$ cat src/rtl/led_pwm_pkg.sv
// rtl/led_pwm_pkg.sv - register map, CTRL bit positions and channel duty pair type
package led_pwm_pkg;

  localparam logic [2:0] OFF_CTRL     = 3'd0;
  localparam logic [2:0] OFF_PRESCALE = 3'd1;
  localparam logic [2:0] OFF_PERIOD   = 3'd2;
  localparam logic [2:0] OFF_DUTY_LED = 3'd3;
  localparam logic [2:0] OFF_DUTY_R   = 3'd4;
  localparam logic [2:0] OFF_DUTY_G   = 3'd5;
  localparam logic [2:0] OFF_DUTY_B   = 3'd6;
  localparam logic [2:0] OFF_WRAPS    = 3'd7;

  localparam int CTRL_EN  = 0;
  localparam int CTRL_INV = 1;

  typedef struct packed {
    logic [7:0] shadow;
    logic [7:0] active;
  } pwm_chan_t;

endpackage

$ cat src/rtl/led_pwm_channel.sv
// rtl/led_pwm_channel.sv - one shadowed duty pair and its registered compare/polarity pin
module pwm_channel
  import led_pwm_pkg::*;
#(
  parameter logic ACTIVE_LOW = 1'b1
) (
  input  logic       clk,
  input  logic       reset,
  input  logic       wr,
  input  logic [7:0] wdata,
  input  logic       load,
  input  logic       en,
  input  logic       inv,
  input  logic [7:0] cnt,
  output logic [7:0] duty,
  output logic       pin
);

  pwm_chan_t chan;

  // load samples the pre-write shadow, so a write on a boundary waits a full period
  always_ff @(posedge clk or negedge reset) begin
    if (!reset) begin
      chan <= '0;
      pin  <= ACTIVE_LOW;
    end else begin
      if (wr)
        chan.shadow <= wdata;
      if (load)
        chan.active <= chan.shadow;
      pin <= ((en && (cnt < chan.active)) ^ inv) ^ ACTIVE_LOW;
    end
  end

  assign duty = chan.shadow;

endmodule

$ cat src/rtl/led_pwm_mmio.sv
// rtl/led_pwm_mmio.sv - memory-mapped LED/RGB PWM: decode, prescaler, period counter, read mux
module led_pwm_mmio
  import led_pwm_pkg::*;
#(
  parameter logic [31:0] BASE_ADDR  = 32'h0000_1000,
  parameter logic        ACTIVE_LOW = 1'b1
) (
  input  logic        clk,
  input  logic        reset,
  input  logic [31:0] addr,
  input  logic [31:0] wdata,
  input  logic        we,
  input  logic        re,
  output logic [31:0] rdata,
  output logic        rvalid,
  output logic        led,
  output logic        red,
  output logic        green,
  output logic        blue
);

  logic        hit;
  logic [2:0]  off;
  logic        wr_hit;
  logic        rd_hit;
  logic        en;
  logic        inv;
  logic [15:0] prescale;
  logic [15:0] pre_cnt;
  logic [15:0] wraps;
  logic [7:0]  period_sh;
  logic [7:0]  period_act;
  logic [7:0]  pwm_cnt;
  logic        tick;
  logic        wrap;
  logic        load;
  logic [7:0]  duties [4];
  logic [3:0]  pins;
  logic [31:0] rd_mux;
  logic        unused_bits;

  assign hit    = (addr[31:5] == BASE_ADDR[31:5]);
  assign off    = addr[4:2];
  assign wr_hit = we && hit;
  assign rd_hit = re && hit;

  assign tick = en && (pre_cnt == prescale);
  // >= rather than == so a PERIOD reduced below pwm_cnt still wraps
  assign wrap = tick && (pwm_cnt >= period_act);
  assign load = !en || wrap;

  assign unused_bits = ^{addr[1:0], wdata[31:16]};

  always_ff @(posedge clk or negedge reset) begin
    if (!reset) begin
      en        <= 1'b0;
      inv       <= 1'b0;
      prescale  <= '0;
      period_sh <= '0;
    end else if (wr_hit) begin
      case (off)
        OFF_CTRL: begin
          en  <= wdata[CTRL_EN];
          inv <= wdata[CTRL_INV];
        end
        OFF_PRESCALE: prescale  <= wdata[15:0];
        OFF_PERIOD:   period_sh <= wdata[7:0];
        default: ;
      endcase
    end
  end

  always_ff @(posedge clk or negedge reset) begin
    if (!reset) begin
      pre_cnt    <= '0;
      pwm_cnt    <= '0;
      period_act <= '0;
      wraps      <= '0;
    end else begin
      if (!en) begin
        pre_cnt <= '0;
        pwm_cnt <= '0;
      end else if (tick) begin
        pre_cnt <= '0;
        pwm_cnt <= wrap ? 8'd0 : pwm_cnt + 8'd1;
      end else begin
        pre_cnt <= pre_cnt + 16'd1;
      end
      if (wr_hit && (off == OFF_PRESCALE))
        pre_cnt <= '0;
      if (load)
        period_act <= period_sh;
      if (wr_hit && (off == OFF_WRAPS))
        wraps <= '0;
      else if (wrap)
        wraps <= wraps + 16'd1;
    end
  end

  for (genvar i = 0; i < 4; i++) begin : g_chan
    pwm_channel #(.ACTIVE_LOW(ACTIVE_LOW)) u_chan (
      .clk   (clk),
      .reset (reset),
      .wr    (wr_hit && (off == (OFF_DUTY_LED + 3'(i)))),
      .wdata (wdata[7:0]),
      .load  (load),
      .en    (en),
      .inv   (inv),
      .cnt   (pwm_cnt),
      .duty  (duties[i]),
      .pin   (pins[i])
    );
  end

  assign led   = pins[0];
  assign red   = pins[1];
  assign green = pins[2];
  assign blue  = pins[3];

  always_comb begin
    rd_mux = '0;
    case (off)
      OFF_CTRL:     rd_mux = {30'd0, inv, en};
      OFF_PRESCALE: rd_mux = {16'd0, prescale};
      OFF_PERIOD:   rd_mux = {24'd0, period_sh};
      OFF_DUTY_LED: rd_mux = {24'd0, duties[0]};
      OFF_DUTY_R:   rd_mux = {24'd0, duties[1]};
      OFF_DUTY_G:   rd_mux = {24'd0, duties[2]};
      OFF_DUTY_B:   rd_mux = {24'd0, duties[3]};
      OFF_WRAPS:    rd_mux = {16'd0, wraps};
      default:      rd_mux = '0;
    endcase
  end

  // a miss leaves rdata untouched; only rvalid drops
  always_ff @(posedge clk or negedge reset) begin
    if (!reset) begin
      rdata  <= '0;
      rvalid <= 1'b0;
    end else begin
      rvalid <= rd_hit;
      if (rd_hit)
        rdata <= rd_mux;
    end
  end

endmodule

$ cat config.mk
export PLATFORM = sky130hd
export DESIGN_NAME = led_pwm_mmio
export DESIGN_NICKNAME = d
export VERILOG_FILES = /design/src/rtl/led_pwm_pkg.sv /design/src/rtl/led_pwm_channel.sv /design/src/rtl/led_pwm_mmio.sv
export SDC_FILE = /design/constraint.sdc
export NUM_CORES = 1
export LEC_CHECK = 0
export CAP_MARGIN = 20
export CORE_MARGIN = 1.5
export CORE_UTILIZATION = 35
export CTS_CLUSTER_DIAMETER = 50
export DETAILED_ROUTE_END_ITERATION = 16
export GPL_TIMING_DRIVEN = 0
export PLACE_DENSITY = 0.58
export SKIP_CTS_REPAIR_TIMING = 1
export SYNTH_ARGS = -nofsm -noshare
export SYNTH_HDL_FRONTEND = slang
export SYNTH_SLANG_ARGS = --single-unit
$ cat constraint.sdc
create_clock -name clk -period 2.7 [get_ports clk]
set_input_delay 0.54 -clock clk [delete_from_list [all_inputs] [get_ports clk]]
set_output_delay 0.54 -clock clk [all_outputs]
set_load 0.03 [all_outputs]
==> results.md <==
* Outcome: finished clean
* Clock slew at reported path FFs at 0.06 ns
* CP max stage cell: nor3_2
* Switching pwr at 0.00113 W
* Main synth FF type: dfrtp_1
* Top cells by count, synth: 155 x dfrtp_1, 53 x nand2_1, 51 x mux2_2, 45 x inv_1, 43 x mux2_1
* Startpoint Class: input pin
* CORE AREA at 24200 sq um
* Vias post-DR at 6386
* Synthesized area at 8590 sq um
* Post-Layout Cell Count at 1221
* Worst EP arrival at 2.85 ns
* CTS tree: done
* M1 GR Usage at 25.2%
* RSZ-0062 raised after global routing: no
* Max clock buf depth at 2
* Met2 GRT Util at 29.5%
* Inserted Clock Buffers at 17
* Pwr/cell area at 492 nW/um^2
* IO Count at 105
* Crit Path Class: in2reg
* Fmax at 0.393 GHz
* Global route hottest layer: met2
* Logic gate share of total power at 5.2%
* Worst-Margin Slew at 0.872 ns
* Tot Pwr at 0.00511 W
* Switching Fraction at 22.1%
* Async S/R FF share, synth at 100%
* Total GRT Usage at 18.2%
* Sequential fraction of the synthesis area at 46.4%
* Rows at 57
* Die area at 25500 sq um
* Synth warnings at 0
* Post-synth EDFFs at 0
* Initial detailed-routing violation count at 398
* Fill cell count at 2293
* Synth area leaders: dfrtp_1 45%, mux2_2 6.7%, ha_1 5.7%
* Largest net degree at the start of global routing at 115
* Post-Synthesis Cells at 782
* Worst Hold Class: in2async
* Power share of the clock group at 48.2%
* GRT met3 Usage at 3.01%
* Worst-Skew Late Latency at 0.43 ns
* Diodes inserted at 0
* Maxcap violations at 0
* Average footprint of a synthesized cell at 11.0 sq um
* Final period util at 94.3%
* Tmin final at 2.54 ns
* Critical path, cell by cell: clkdlybuf4s50_1 -> nor4b_1 -> and4_1 -> buf_4 -> nand2_4 -> nor3_2 -> mux2_2
* Most numerous cell in the Yosys netlist: dfrtp_1
* WL/cell at 18.4 microns
* Die X at 160 microns
* Crit-path max cell delay at 0.74 ns
* Remaining antenna violation count at 0
* Reg power frac at 46.6%
* Number of hold violations in the final report at 0
* Placed cells at 1191
* CTS sink cnt at 159
* Post-route setup slack at 0.155 ns
* Initial antenna violation count at 0
* Register area at 3990 sq um
* Max-slew violation count at 0
* Number of port buffers at 69
* Crit path capture type: flip-flop
* Worst Clk Skew at 0.00699 ns
* CP max FO at 8
* Critical Path RT at 3.01 ns
* Post-placement setup slack at -0.474 ns
* Initial core utilization at 35.5%
* Vias in the first global route at 6278
* DRC Markers at 0
* Leak at 4.73 nW
* Area of the multi-input gates at 4240 sq um
* First-pass GRT wire length at 35500 microns
* Initial DRT Pass Iterations at 4
* Root Driver: clkbuf_16
* Total negative slack at 0 ns
* Worst VDD drop at 0.355 mV
* Synth unique cells at 58
* DP Wirelength at 16700 microns
* Synthesized flop and latch total at 159
* Die span in y at 160 microns
* Routability cong. at 0.845
* Yosys top cell area share at 45.1%
* Layout cell share with drive strength beyond 1 at 16.5%
* Synth-to-Final Area Change at 21.1%
* DRT Wirelength at 22400 microns
* Final nets at 992
* Total gr overflow at 0
* Vias per cell at 5.23
* Worst hold slack at 0.0000758 ns
* CTS H-Tree Depth at 4
* Area leader, netlist: dfrtp_1
* Final setup vio count at 0
* Internal power at 0.00398 W
* Relative slew slack at 41.5%
-- logic make-up after synthesis --
kind of cell    share of synthesized area (%)
mux                                      16.5
simple gates                             14.6
buf+inv                                  5.11
other cells                            0.0436
compound gates                           8.68
fa+ha+maj                                5.68
flops                                    46.4
xor+xnor                                 3.06
-- sequential cells by signal, summed over array words and instances (netlist names) --
name,count
en,1
g_chan.u_chan.chan,32
rvalid,1
period_sh,8
pwm_cnt,8
period_act,8
inv,1
rdata,16
pre_cnt,16
g_chan.u_chan.duty,32
prescale,16
g_chan.u_chan.pin,4
wraps,16
-- power groups by stage --
stage	clock network [W]	registers, W	logic [W]
after global placement	0	0.00243	0.000262
after floorplan	0	0.00243	0.000105
after CTS	0.00251	0.00238	0.000269
final	0.00247	0.00238	0.000265
after detailed placement	0	0.00243	0.000268
after global routing	0.00260	0.00238	0.000288
-- path summary, 6_finish.rpt --
check,from,to,slack (ns),depth (start not counted)
setup reg to reg,pre_cnt[5]$_DFF_PN0_,pre_cnt[14]$_DFF_PN0_,0.20,7
hold reg to reg,rdata[10]$_DFFE_PN0P_,rdata[10]$_DFFE_PN0P_,0.48,2
min in group clk,rdata[10]$_DFFE_PN0P_,rdata[10]$_DFFE_PN0P_,0.48,2
setup / recovery,addr[6],g_chan[3].u_chan.duty[3]$_DFFE_PN0P_,0.16,7
max in group asynchronous,reset,pwm_cnt[0]$_DFFE_PN0P_,1.79,2
hold / removal,reset,g_chan[3].u_chan.chan[1]$_DFFE_PN0P_,0.00008,1
-- layout by cell type (no fill, tap or decap), types with 8 or more instances in the layout --
master | netlist | layout
o31ai_1 | 12 | 12
o21ai_0 | 25 | 24
mux2_2 | 51 | 51
mux2_4 | 8 | 8
nand3_1 | 25 | 25
and3_1 | 10 | 10
xor2_1 | 19 | 19
nor4_1 | 9 | 9
clkbuf_16 | 0 | 17
mux2i_1 | 15 | 15
nand2_1 | 53 | 53
nor2_1 | 33 | 33
inv_1 | 45 | 45
a21oi_1 | 33 | 32
clkdlybuf4s50_1 | 0 | 68
ha_1 | 39 | 39
or4_1 | 10 | 10
xnor2_1 | 11 | 11
mux2_1 | 43 | 43
nand4_1 | 13 | 13
dfrtp_1 | 155 | 153
a22o_1 | 12 | 12
conb_1 | 1 | 16
nand2b_1 | 11 | 11
clkbuf_1 | 20 | 16
nor3_1 | 14 | 14
nor2b_1 | 11 | 11
buf_4 | 17 | 17
-- critical path: cells and delay by family --
family | cells | cell delay [ns]
buffers and inverters | 2 | 0.55
multiplexers | 1 | 0.41
AND/OR/NAND/NOR | 4 | 1.34
-- metal layers --
layer	wire, microns	vias up
met5	0	-
met4	303	0
met3	985	23
met2	10700	156
met1	10400	3214
li1	-	2993
-- per-stage QoR --
stage               instance area [sq um]  util [%]
floorplan                            8650         -
global placement                     9750      40.3
detailed placement                   9780      40.4
CTS                                 10400      42.9
global route                        10400      43.0
finish                              10400      43.0
-- area by class of cell --
cell class	count	area share, %
plain buffers	51	2.73
clock buffers	20	4.39
clock inverters	11	1.35
inverters	45	1.62
multi-input cells	541	40.7
flip-flops and latches	159	38.3
well taps	324	3.90
repair buffers	70	6.95
Power figures use the tool's default switching activity.
